<file path="src/rtl/data_demux.sv">
// Serial-to-parallel demux with training-word alignment (HUNT/CHECK/LOCKED) and bit slip.
// Latency: dout/dout_valid load on the edge after the last bit of a word is accepted.
// Backpressure: none; din_valid gaps freeze the datapath, and slips drop one valid bit each.
module data_demux #(
    parameter int                 N_LANES   = 4,
    parameter logic [N_LANES-1:0] ALIGN_PAT = N_LANES'(4'b1010),
    parameter int                 LOCK_CNT  = 4
) (
    input  logic               clk,
    input  logic               rst,
    input  logic               din,
    input  logic               din_valid,
    input  logic               slip,
    input  logic               realign,
    output logic [N_LANES-1:0] dout,
    output logic               dout_valid,
    output logic               locked
);
    localparam int            CW     = (N_LANES > 1) ? $clog2(N_LANES) : 1;
    localparam logic [CW-1:0] LAST   = CW'(N_LANES - 1);
    localparam logic [7:0]    LOCK_N = 8'(LOCK_CNT);

    typedef enum logic [1:0] {HUNT, CHECK, LOCKED} state_t;

    state_t             state, state_nxt;
    logic [CW-1:0]      cnt;
    logic [N_LANES-1:0] stage;
    logic [N_LANES-1:0] word;
    logic [7:0]         match_cnt, match_nxt;
    logic               slip_pend, slip_q, slip_edge;
    logic               accept, word_done, fsm_slip;

    assign accept    = din_valid & ~slip_pend;
    assign word_done = accept & (cnt == LAST);
    assign word      = {din, stage[N_LANES-2:0]};
    // A held slip request only drops one bit: act on its first valid cycle.
    assign slip_edge = slip & ~slip_q;
    assign locked    = (state == LOCKED);

    always_comb begin
        state_nxt = state;
        match_nxt = match_cnt;
        fsm_slip  = 1'b0;
        if (realign) begin
            state_nxt = HUNT;
            match_nxt = 8'd0;
        end else if (word_done) begin
            case (state)
                HUNT: begin
                    if (word == ALIGN_PAT) begin
                        match_nxt = 8'd1;
                        state_nxt = (LOCK_N <= 8'd1) ? LOCKED : CHECK;
                    end else begin
                        fsm_slip = 1'b1;
                    end
                end
                CHECK: begin
                    if (word == ALIGN_PAT) begin
                        match_nxt = match_cnt + 8'd1;
                        if (match_nxt >= LOCK_N)
                            state_nxt = LOCKED;
                    end else begin
                        state_nxt = HUNT;
                        match_nxt = 8'd0;
                        fsm_slip  = 1'b1;
                    end
                end
                default: ;
            endcase
        end
    end

    always_ff @(posedge clk or posedge rst) begin
        if (rst) begin
            state     <= HUNT;
            match_cnt <= 8'd0;
        end else begin
            state     <= state_nxt;
            match_cnt <= match_nxt;
        end
    end

    always_ff @(posedge clk or posedge rst) begin
        if (rst) begin
            cnt        <= '0;
            stage      <= '0;
            slip_pend  <= 1'b0;
            slip_q     <= 1'b0;
            dout       <= '0;
            dout_valid <= 1'b0;
        end else begin
            dout_valid <= 1'b0;
            if (din_valid)
                slip_q <= slip;
            if (realign) begin
                cnt       <= '0;
                stage     <= '0;
                slip_pend <= 1'b0;
            end else if (din_valid) begin
                if (slip_pend) begin
                    slip_pend <= 1'b0;
                end else begin
                    stage[cnt] <= din;
                    cnt        <= cnt + CW'(1);
                    slip_pend  <= slip_edge | fsm_slip;
                    if (word_done) begin
                        dout       <= word;
                        dout_valid <= 1'b1;
                    end
                end
            end
        end
    end
endmodule

</file>
<file path="config.mk">
export PLATFORM = sky130hd
export DESIGN_NAME = data_demux
export DESIGN_NICKNAME = d
export VERILOG_FILES = /design/src/rtl/data_demux.sv
export SDC_FILE = /design/constraint.sdc
export NUM_CORES = 1
export LEC_CHECK = 0
export BUFFER_PORTS_ARGS = -buffer_cell sky130_fd_sc_hd__buf_2
export CAP_MARGIN = 20
export CELL_PAD_IN_SITES_DETAIL_PLACEMENT = 0
export CELL_PAD_IN_SITES_GLOBAL_PLACEMENT = 1
export CORE_AREA = 2 2 64 60
export DETAILED_ROUTE_END_ITERATION = 10
export DIE_AREA = 0 0 66 62
export PLACE_DENSITY = 0.74
export SYNTH_ARGS = -nofsm -noshare
export SYNTH_HDL_FRONTEND = slang
export SYNTH_SLANG_ARGS = --single-unit
</file>
<file path="constraint.sdc">
create_clock -name clk -period 2.5 [get_ports clk]
set_clock_uncertainty 0.1 [all_clocks]
set_input_delay 0.375 -clock clk [delete_from_list [all_inputs] [get_ports clk]]
set_output_delay 0.375 -clock clk [all_outputs]
set_load 0.02 [all_outputs]
</file>
==> results_dict.tcl, run 1 <==
set metrics [dict create \
    clk_pin_slew_worst_paths_ns 0.08 \
    drive_gt1_frac 0.212 \
    drc_errors 0 \
    place_ws_ns 0.444 \
    start_kind "flop" \
    vias 918 \
    synth_area_leaders "dfrtp_1 44%, ha_1 5.0%, mux2_2 4.5%, o21ai_0 4.0%, nand2_1 3.0%" \
    leakagePower_nw 0.613 \
    cp-endpoint "match_cnt[5]" \
    synth_top_family_by_area "simple AND/OR/NAND/NOR gates" \
    placed_cells 174 \
    coreArea_um2 3520 \
    yosys.area.top_type_share 0.443 \
    powerDensity_nw_per_um2 581 \
    floorplan.initialDensity 0.353 \
    fp.dieArea_um2 4090 \
    syn_nets 135 \
    synth_edf_count 0 \
    overflow 0 \
    synth_mux_area_frac 0.0573 \
    path_class "reg -> reg" \
    crit_path_start "cnt[0]" \
    grt_pass1_vias 872 \
    fp.dieH_um 62 \
    stdcell_count 178 \
    yosysMostFrequentCell "dfrtp_1" \
    crit_chain "ha_1, and4bb_1, nand3_1, and2b_1, o21ai_0, o31ai_1" \
    slowest_stage "dfrtp_1" \
    synthTopCellsByCount "22 x dfrtp_1, 10 x nand2_1, 10 x o21ai_0, 7 x nand3_1, 7 x nor2_1" \
    cts_resized 0 \
    setup_viol 0 \
    ys_seq_area_frac 0.443 \
    grt_pass1_wl_um 3900 \
    track_usage 0.126 \
    final-hold-violation-count 0 \
    synth_top_cell_by_area "dfrtp_1" \
    syn_inst 124 \
    synth_xor_area_frac 0.0282 \
    crit_required_ns 2.57 \
    synth_warnings 0 \
    dp_hpwl_um 1690 \
    r2r-end "match_cnt[5]" \
    drtIter0Drc 20 \
    ys_ff_latch 22 \
    synthAdderAreaFrac 0.0503 \
    htree_levels 1 \
    hold_path.class "in -> async" \
    layout_min_cycle_time_ns 2.01 \
    cts_buffer_depth 2 \
    syn_to_final_growth_pct 10.9 \
    ios 12 \
    cts_tree "built" \
    worstRegToRegCells 6 \
    cts.sink_count 22 \
    syn_area_per_cell_um2 10.0 \
    die_width_um 66 \
    antenna_left 0 \
    root_buffer "clkbuf_8" \
    fmax_mhz 497 \
    fin_util 0.392 \
    rsz0062_at_grt "no" \
    grt_max_degree 23 \
    max_slew_margin 0.433 \
    worst_slew_pin_slew_ns 0.849 \
    cts_made_buffers 3 \
    end_kind "flop" \
    cpPeakStageDelay_ns 0.41 \
    synth-main-ff-cell "dfrtp_1" \
    peakVddDrop_uv 336 \
    clock_latency_ns 0.26 \
    wl_um 2340 \
    regToRegSetupSlack_ns 0.49 \
    diodes 0 \
    rr_startpoint "cnt[0]" \
    fillCellCount 372 \
    cts_setup_buffers 0 \
    antenna_found_initial 0 \
    synth-compound-area-share 0.146 \
    synthSimpleGateAreaFrac 0.218 \
    max_cap_violations 0 \
    cts_hold_buf 0 \
    worst_slack_ns 0.487 \
    post_drt_wl_per_cell_um 13.1 \
    outcome "finished clean" \
    gp_congestion 0.820 \
    setup-tns-final_ns 0 \
    synthArstFlopShare 1.00 \
    slew_violations 0 \
    rows 21 \
    nets 144 \
    vias_per_cell 5.16 \
    worstPathArrival_ns 2.08 \
    period_share 0.805 \
    drtPass1Iterations 4 \
    holdWs_ns 0.170 \
    portBuffers 11 \
    synthesis.area_um2 1240 \
    cp_max_fo 12 \
    synth_cell_types 39 \
]
-- worst min path at each step --
stage,start,end,slack (ns),depth (start not counted)
after detailed placement,match_cnt[7],match_cnt[7],0.39,1
final,rst,match_cnt[3],0.17,2
after CTS,rst,match_cnt[6],0.20,2
after global routing,rst,match_cnt[6],0.25,2
after floorplan,rst,cnt[0],0.26,1
after global placement,dout[2],dout[2],0.39,1
-- flip-flops by register name, summed over array words and instances, names as in the netlist --
| signal | cells |
|---|---|
| match_cnt | 8 |
| slip_pend | 1 |
| cnt | 2 |
| state | 2 |
| dout_valid | 1 |
| dout | 4 |
| slip_q | 1 |
| stage | 3 |
-- area by class of cell --
cell class	count	area, um2	share of cell area
Clock inverter	1	30.0	0.0218
Sequential cell	22	551	0.399
Timing Repair Buffer	11	55.1	0.0399
Clock buffer	3	41.3	0.0299
Multi-Input combinational cell	89	622	0.451
Tap cell	46	57.6	0.0417
Inverter	6	22.5	0.0163
-- worst max-delay path, delay by kind of cell, from the launching register on --
family / cells / cell delay, ns
AND/OR/NAND/NOR: 3 / 1.05
flip-flops: 1 / 0.41
adder cells (fa/ha/maj): 1 / 0.18
AO/OA/AOI/OAI: 2 / 0.16
-- routing by layer --
metal | vias up | track usage | routed length, um
li1 | 452 | - | -
met1 | 450 | 0.161 | 1090
met2 | 12 | 0.222 | 1160
met3 | 4 | 0.0216 | 51
met4 | 0 | 0.0437 | 27
met5 | - | 0 | 0
-- cell families (layout without fill, tap and decap cells) --
family | Yosys count | after routing
AND/OR/NAND/NOR | 46 | 46
flip-flops | 22 | 22
adder cells (fa/ha/maj) | 5 | 5
AO/OA/AOI/OAI | 28 | 28
XOR/XNOR | 4 | 4
buffers and inverters | 13 | 21
multiplexers | 6 | 6
-- cells in the final DEF (no fill, tap or decap), drive strengths merged --
| master | count |
|---|---|
| dfrtp | 22 |
| buf | 11 |
| o21ai | 11 |
| nand2 | 10 |
| nand3 | 7 |
| nor2 | 7 |
| inv | 6 |
| a21oi | 6 |
| mux2 | 6 |
| o31ai | 5 |
| ha | 5 |
| and2b | 5 |
| nor2b | 3 |
| clkbuf | 3 |
| xor2 | 2 |
| nand4 | 2 |
| nand3b | 2 |
| xnor2 | 2 |
| a311o | 2 |
| and4bb | 2 |
| or2 | 2 |
| a31oi | 1 |
| and3 | 1 |
| o41ai | 1 |
| nand2b | 1 |
| nor4b | 1 |
| nor4bb | 1 |
| nor3 | 1 |
| a31o | 1 |
| a32oi | 1 |
| or2b | 1 |
| bufinv | 1 |
-- report_power, final --
| group | switching, W | leakage (nW) | internal [W] | total, W |
|---|---|---|---|---|
| Combinational | 0.0000475 | 0.278 | 0.0000352 | 0.0000827 |
| Sequential | 0.0000146 | 0.299 | 0.000373 | 0.000387 |
| Clock | 0.000117 | 0.0357 | 0.000214 | 0.000331 |
-- through the flow --
stage | instance area [um2] | power [W]
floorplan | 1240 | 0.000456
global placement | 1310 | 0.000476
detailed placement | 1310 | 0.000479
CTS | 1380 | 0.000814
global route | 1380 | 0.000842
finish | 1380 | 0.000801
No activity file was read; power rests on OpenSTA's default activity.
==> run 2: changes to the inputs <==
clock period = 2 ns   (was 2.5 ns; I/O delays follow)
==> run 2 against run 1 <==
Cell count up 2.8%; cell area grew 3.0%; maximum frequency is 12% higher; utilization increased by 1.2 points; total power increased by 8.5%; wire length is 3.5% higher; register-to-register slack got worse by 0.29 ns; worst hold slack better by 0.015 ns; global-route usage grew 0.46 points; worst setup slack worse by 0.29 ns; largest cell class unchanged.
==> results_dict.tcl, run 2 (same netlist as run 1, synthesis figures left out) <==
set metrics [dict create \
    fillCellCount 374 \
    post_drt_wl_per_cell_um 13.2 \
    cts_tree "built" \
    drive_gt1_frac 0.255 \
    track_usage 0.131 \
    root_buffer "clkbuf_8" \
    layout_min_cycle_time_ns 1.80 \
    cpLargestDelayFamily "simple AND/OR/NAND/NOR gates" \
    slowest_stage "dfrtp_1" \
    regMostFlops "match_cnt" \
    grt_pass1_vias 893 \
    peakVddDrop_uv 456 \
    setup_viol 0 \
    outcome "finished clean" \
    worstRegToRegCells 7 \
    overflow 0 \
    placed_cells 179 \
    worstSetupPathDepth 7 \
    cts_made_buffers 3 \
    nets 150 \
    mostFrequentLayoutCell "dfrtp_1" \
    cpPeakStageDelay_ns 0.43 \
    cp_max_fo 7 \
    worst_slack_ns 0.198 \
    die_width_um 66 \
    grt_max_degree 23 \
    grt_pass1_wl_um 4050 \
    vias_per_cell 4.99 \
    r2r-end "match_cnt[3]" \
    worstPathArrival_ns 1.84 \
    regToRegSetupSlack_ns 0.20 \
    final_cell_mix "22 x dfrtp_1, 11 x buf_2, 10 x o21ai_0, 10 x nand2_1" \
    drc_errors 0 \
    worst_slew_pin_slew_ns 0.360 \
    floorplan.initialDensity 0.353 \
    fin_util 0.403 \
    rsz0062_at_grt "no" \
    crit_required_ns 2.04 \
    cp.buffers_inverters 1 \
    max_slew_margin 0.758 \
    end_kind "flop" \
    portBuffers 11 \
    hold_path.class "in -> reg" \
    antenna_left 0 \
    htree_levels 1 \
    leakagePower_nw 0.629 \
    gp_congestion 0.947 \
    path_class "reg -> reg" \
    vias 914 \
    setup-tns-final_ns 0 \
    coreArea_um2 3520 \
    place_ws_ns 0.0844 \
    powerDensity_nw_per_um2 612 \
    slew_violations 0 \
    fp.dieH_um 62 \
    largest_reg_flops 8 \
    fmax_mhz 555 \
    max_cap_violations 0 \
    start_kind "flop" \
    cp-endpoint "match_cnt[3]" \
    fp.dieArea_um2 4090 \
    clk_pin_slew_worst_paths_ns 0.08 \
    crit_path_start "cnt[0]" \
    diodes 0 \
    wl_um 2420 \
    antenna_found_initial 0 \
    cts_buffer_depth 2 \
    drtIter0Drc 59 \
    rr_startpoint "cnt[0]" \
    rows 21 \
    dp_hpwl_um 1760 \
    clock_latency_ns 0.26 \
    final-hold-violation-count 0 \
    cts.sink_count 22 \
    period_share 0.901 \
    holdWs_ns 0.186 \
    drtPass1Iterations 4 \
    crit_chain "ha_1, and4bb_1, nand3_1, buf_4, nor2b_1, o21ai_0, o31ai_1" \
    ios 12 \
    stdcell_count 183 \
    syn_to_final_growth_pct 14.2 \
    top_regs "match_cnt: 8 flops, dout: 4 flops, stage: 3 flops" \
]
==> run 2: cell type report <==
class | count | area [um2] | share of cell area
clock buffers | 3 | 41.3 | 0.0291
inverters | 6 | 22.5 | 0.0159
multi-input cells | 89 | 646 | 0.455
flip-flops and latches | 22 | 551 | 0.388
well taps | 46 | 57.6 | 0.0405
repair buffers | 17 | 103 | 0.0722
==> run 2: power breakdown <==
part	internal, W	switching, W
Sequential	0.000466	0.0000198
Clock	0.000134	0.000138
Combinational	0.0000498	0.0000610
==> run 2: through the flow <==
step | total power [W] | instance area [um2]
3_5_place_dp | 0.000605 | 1350
6_report | 0.000869 | 1420
5_1_grt | 0.000913 | 1420
2_1_floorplan | 0.000570 | 1240
4_1_cts | 0.000880 | 1400
3_3_place_gp | 0.000600 | 1350
==> run 2: timing repair <==
action / CTS / global route
gates resized for setup: 0 / 4
setup endpoints to repair: 0 / 2
hold buffers: 1 / 0
buffers inserted: 0 / 0
hold endpoints to repair: 22 / 0
==> run 2: layer usage <==
layer,global-route usage,vias up,part of all wire
li1,-,464,-
met1,0.172,438,0.50
met2,0.221,10,0.47
met3,0.0378,2,0.028
met4,0.0262,0,0.0079
met5,0,-,0
==> run 2: worst register-to-register path: stages, from the launching register on <==
cell and delay [ns]:
dfrtp_1 0.43, ha_1 0.23, and4bb_1 0.22, nand3_1 0.21, buf_4 0.20, nor2b_1 0.04, o21ai_0 0.15, o31ai_1 0.10
==> run 2: worst min path at each step <==
stage	startpoint	end	cells past startpoint
after floorplan	rst	cnt[0]	1
after global placement	rst	match_cnt[3]	3
after detailed placement	rst	match_cnt[3]	3
after CTS	slip	slip_q	2
after global routing	slip	slip_q	2
final	slip	slip_q	2
==> run 3: changes to the inputs <==
CELL_PAD_IN_SITES_DETAIL_PLACEMENT = unset   (was 0)
CELL_PAD_IN_SITES_GLOBAL_PLACEMENT = unset   (was 1)
CORE_AREA = 3 3 65 61   (was 2 2 64 60)
DIE_AREA = 0 0 68 64   (was 0 0 66 62)
PLACE_DENSITY = 0.63   (was 0.74)
==> run 3 against run 2 <==
Sequential cell count unchanged; first-iteration DRC count down 12%; maximum frequency is 2.1% lower; sequential share of layout area fell by 0.67 points; sequential power about the same; utilization up 2.8 points; global-route usage shrank 2.1 points; via count rose by 2.2%; critical path depth decreased by 2; non-clock buffer count rose by 2; total power rose by 16%; critical path type unchanged; highest routed layer unchanged.
==> results_dict.tcl, run 3 (same netlist as run 1, synthesis figures left out) <==
set metrics [dict create \
    regMostFlops "match_cnt" \
    track_usage 0.110 \
    worstPathArrival_ns 1.93 \
    worstHoldStart "slip" \
    mostFrequentLayoutCell "dfrtp_1" \
    final-hold-violation-count 0 \
    slew_violations 0 \
    root_buffer "clkbuf_8" \
    worst_slew_pin_slew_ns 0.477 \
    gp_congestion 0.828 \
    floorplan.initialDensity 0.371 \
    ios 12 \
    drtIter0Drc 52 \
    layout_min_cycle_time_ns 1.84 \
    antenna_left 0 \
    regToRegSetupSlack_ns 0.16 \
    end_kind "flop" \
    drtPass1Iterations 4 \
    hold_path.class "in -> reg" \
    placed_cells 179 \
    antenna_found_initial 0 \
    rows 20 \
    cts_setup_buffers 0 \
    portBuffers 11 \
    die_width_um 68 \
    worstRegToRegCells 5 \
    overflow 0 \
    period_share 0.920 \
    place_area_um2 1360 \
    vias 934 \
    post_drt_wl_per_cell_um 11.9 \
    holdPathStages 2 \
    finalInstanceArea_um2 1450 \
    fmax_mhz 543 \
    cts.sink_count 22 \
    clock_latency_ns 0.26 \
    diodes 0 \
    crit_required_ns 2.09 \
    crit_path_start "match_cnt[3]" \
    nets 152 \
    coreArea_um2 3350 \
    grt_max_degree 23 \
    max_slew_margin 0.677 \
    vias_per_cell 5.08 \
    setup_viol 0 \
    drc_errors 0 \
    clk_pin_slew_worst_paths_ns 0.08 \
    r2r-end "state[1]" \
    path_class "reg -> reg" \
    grt_pass1_vias 811 \
    grt_pass1_wl_um 3700 \
    rr_startpoint "match_cnt[3]" \
    crit_chain "nand4_1, nor4b_1, nor4bb_2, a311o_1, o21ai_1" \
    cts_tree "built" \
    cts_buffer_depth 2 \
    setup-tns-final_ns 0 \
    start_kind "flop" \
    cpPeakStageDelay_ns 0.51 \
    peakVddDrop_uv 227 \
    slowest_stage "dfrtp_1" \
    dp_hpwl_um 1610 \
    largest_reg_flops 8 \
    fp.dieArea_um2 4350 \
    wl_um 2190 \
    final_cell_mix "22 x dfrtp_1, 11 x buf_2, 10 x o21ai_0, 10 x nand2_1" \
    fp.dieH_um 64 \
    hold_end "slip_q" \
    cts_made_buffers 3 \
    drive_gt1_frac 0.257 \
    stdcell_count 184 \
    syn_to_final_growth_pct 16.2 \
    top_regs "match_cnt: 8 flops, dout: 4 flops, stage: 3 flops" \
    powerDensity_nw_per_um2 696 \
    cp_max_fo 9 \
    rsz0062_at_grt "no" \
    htree_levels 1 \
    outcome "finished clean" \
    max_cap_violations 0 \
    leakagePower_nw 0.652 \
]
## run 3: cell types whose count changed in the layout (fill, tap and decap cells not counted)
cell       change
buf_4          +2
bufinv_16      +1
ha_2           -1
nor4bb_4       -1
nor4b_1        +1
nor4bb_2       +1
nor4b_2        -1
ha_1           +1
## run 3: final cells by class
type	instances	area, um2
clock inverter	1	30.0
sequential	22	551
clock buffer	3	41.3
tap	44	55.1
multi-input combinational	89	628
timing repair buffer	19	118
fill	336	1910
inverter	6	22.5
## run 3: report_power, final
| group | internal [W] | total, W | switching, W | leakage [nW] |
|---|---|---|---|---|
| Clock | 0.000267 | 0.000414 | 0.000146 | 0.0357 |
| Combinational | 0.0000503 | 0.000108 | 0.0000582 | 0.317 |
| Sequential | 0.000466 | 0.000484 | 0.0000179 | 0.299 |
## run 3: through the flow
step / total power, W / util / setup slack [ns] / hold WS, ns
final: 0.00101 / 0.431 / 0.159 / 0.177
after global placement: 0.000600 / 0.405 / 0.249 / 0.251
after global routing: 0.00106 / 0.431 / 0.0533 / 0.162
after detailed placement: 0.000602 / 0.405 / 0.191 / 0.251
after CTS: 0.00103 / 0.429 / 0.182 / 0.170
after floorplan: 0.000570 / - / 0.316 / 0.189
## run 3: per-layer routing
metal | vias up | share of wire | global-route usage
met5 | - | 0 | 0
met4 | 0 | 0.0096 | 0.0521
met3 | 2 | 0.034 | 0.0158
met2 | 17 | 0.46 | 0.164
met1 | 445 | 0.49 | 0.155
li1 | 470 | - | -
## run 3: worst max-delay path by stage
stage                    to  slack [ns]
6_report           state[1]        0.16
5_1_grt            state[1]        0.05
4_1_cts            state[1]        0.18
3_5_place_dp       state[1]        0.19
3_3_place_gp       state[1]        0.25
2_1_floorplan  match_cnt[6]        0.32
## run 3: repair_timing
| action | CTS | global route |
|---|---|---|
| setup endpoints to repair | 0 | 1 |
| hold endpoints to repair | 22 | 0 |
| gates resized for setup | 0 | 1 |
| hold buffers | 1 | 0 |
## run 3: critical path: cells and delay by family (launching register included)
family             cells  cell delay, ns
AOI/OAI and AO/OA      2            0.35
DFF                    1            0.51
and+or+nand+nor        3            0.81
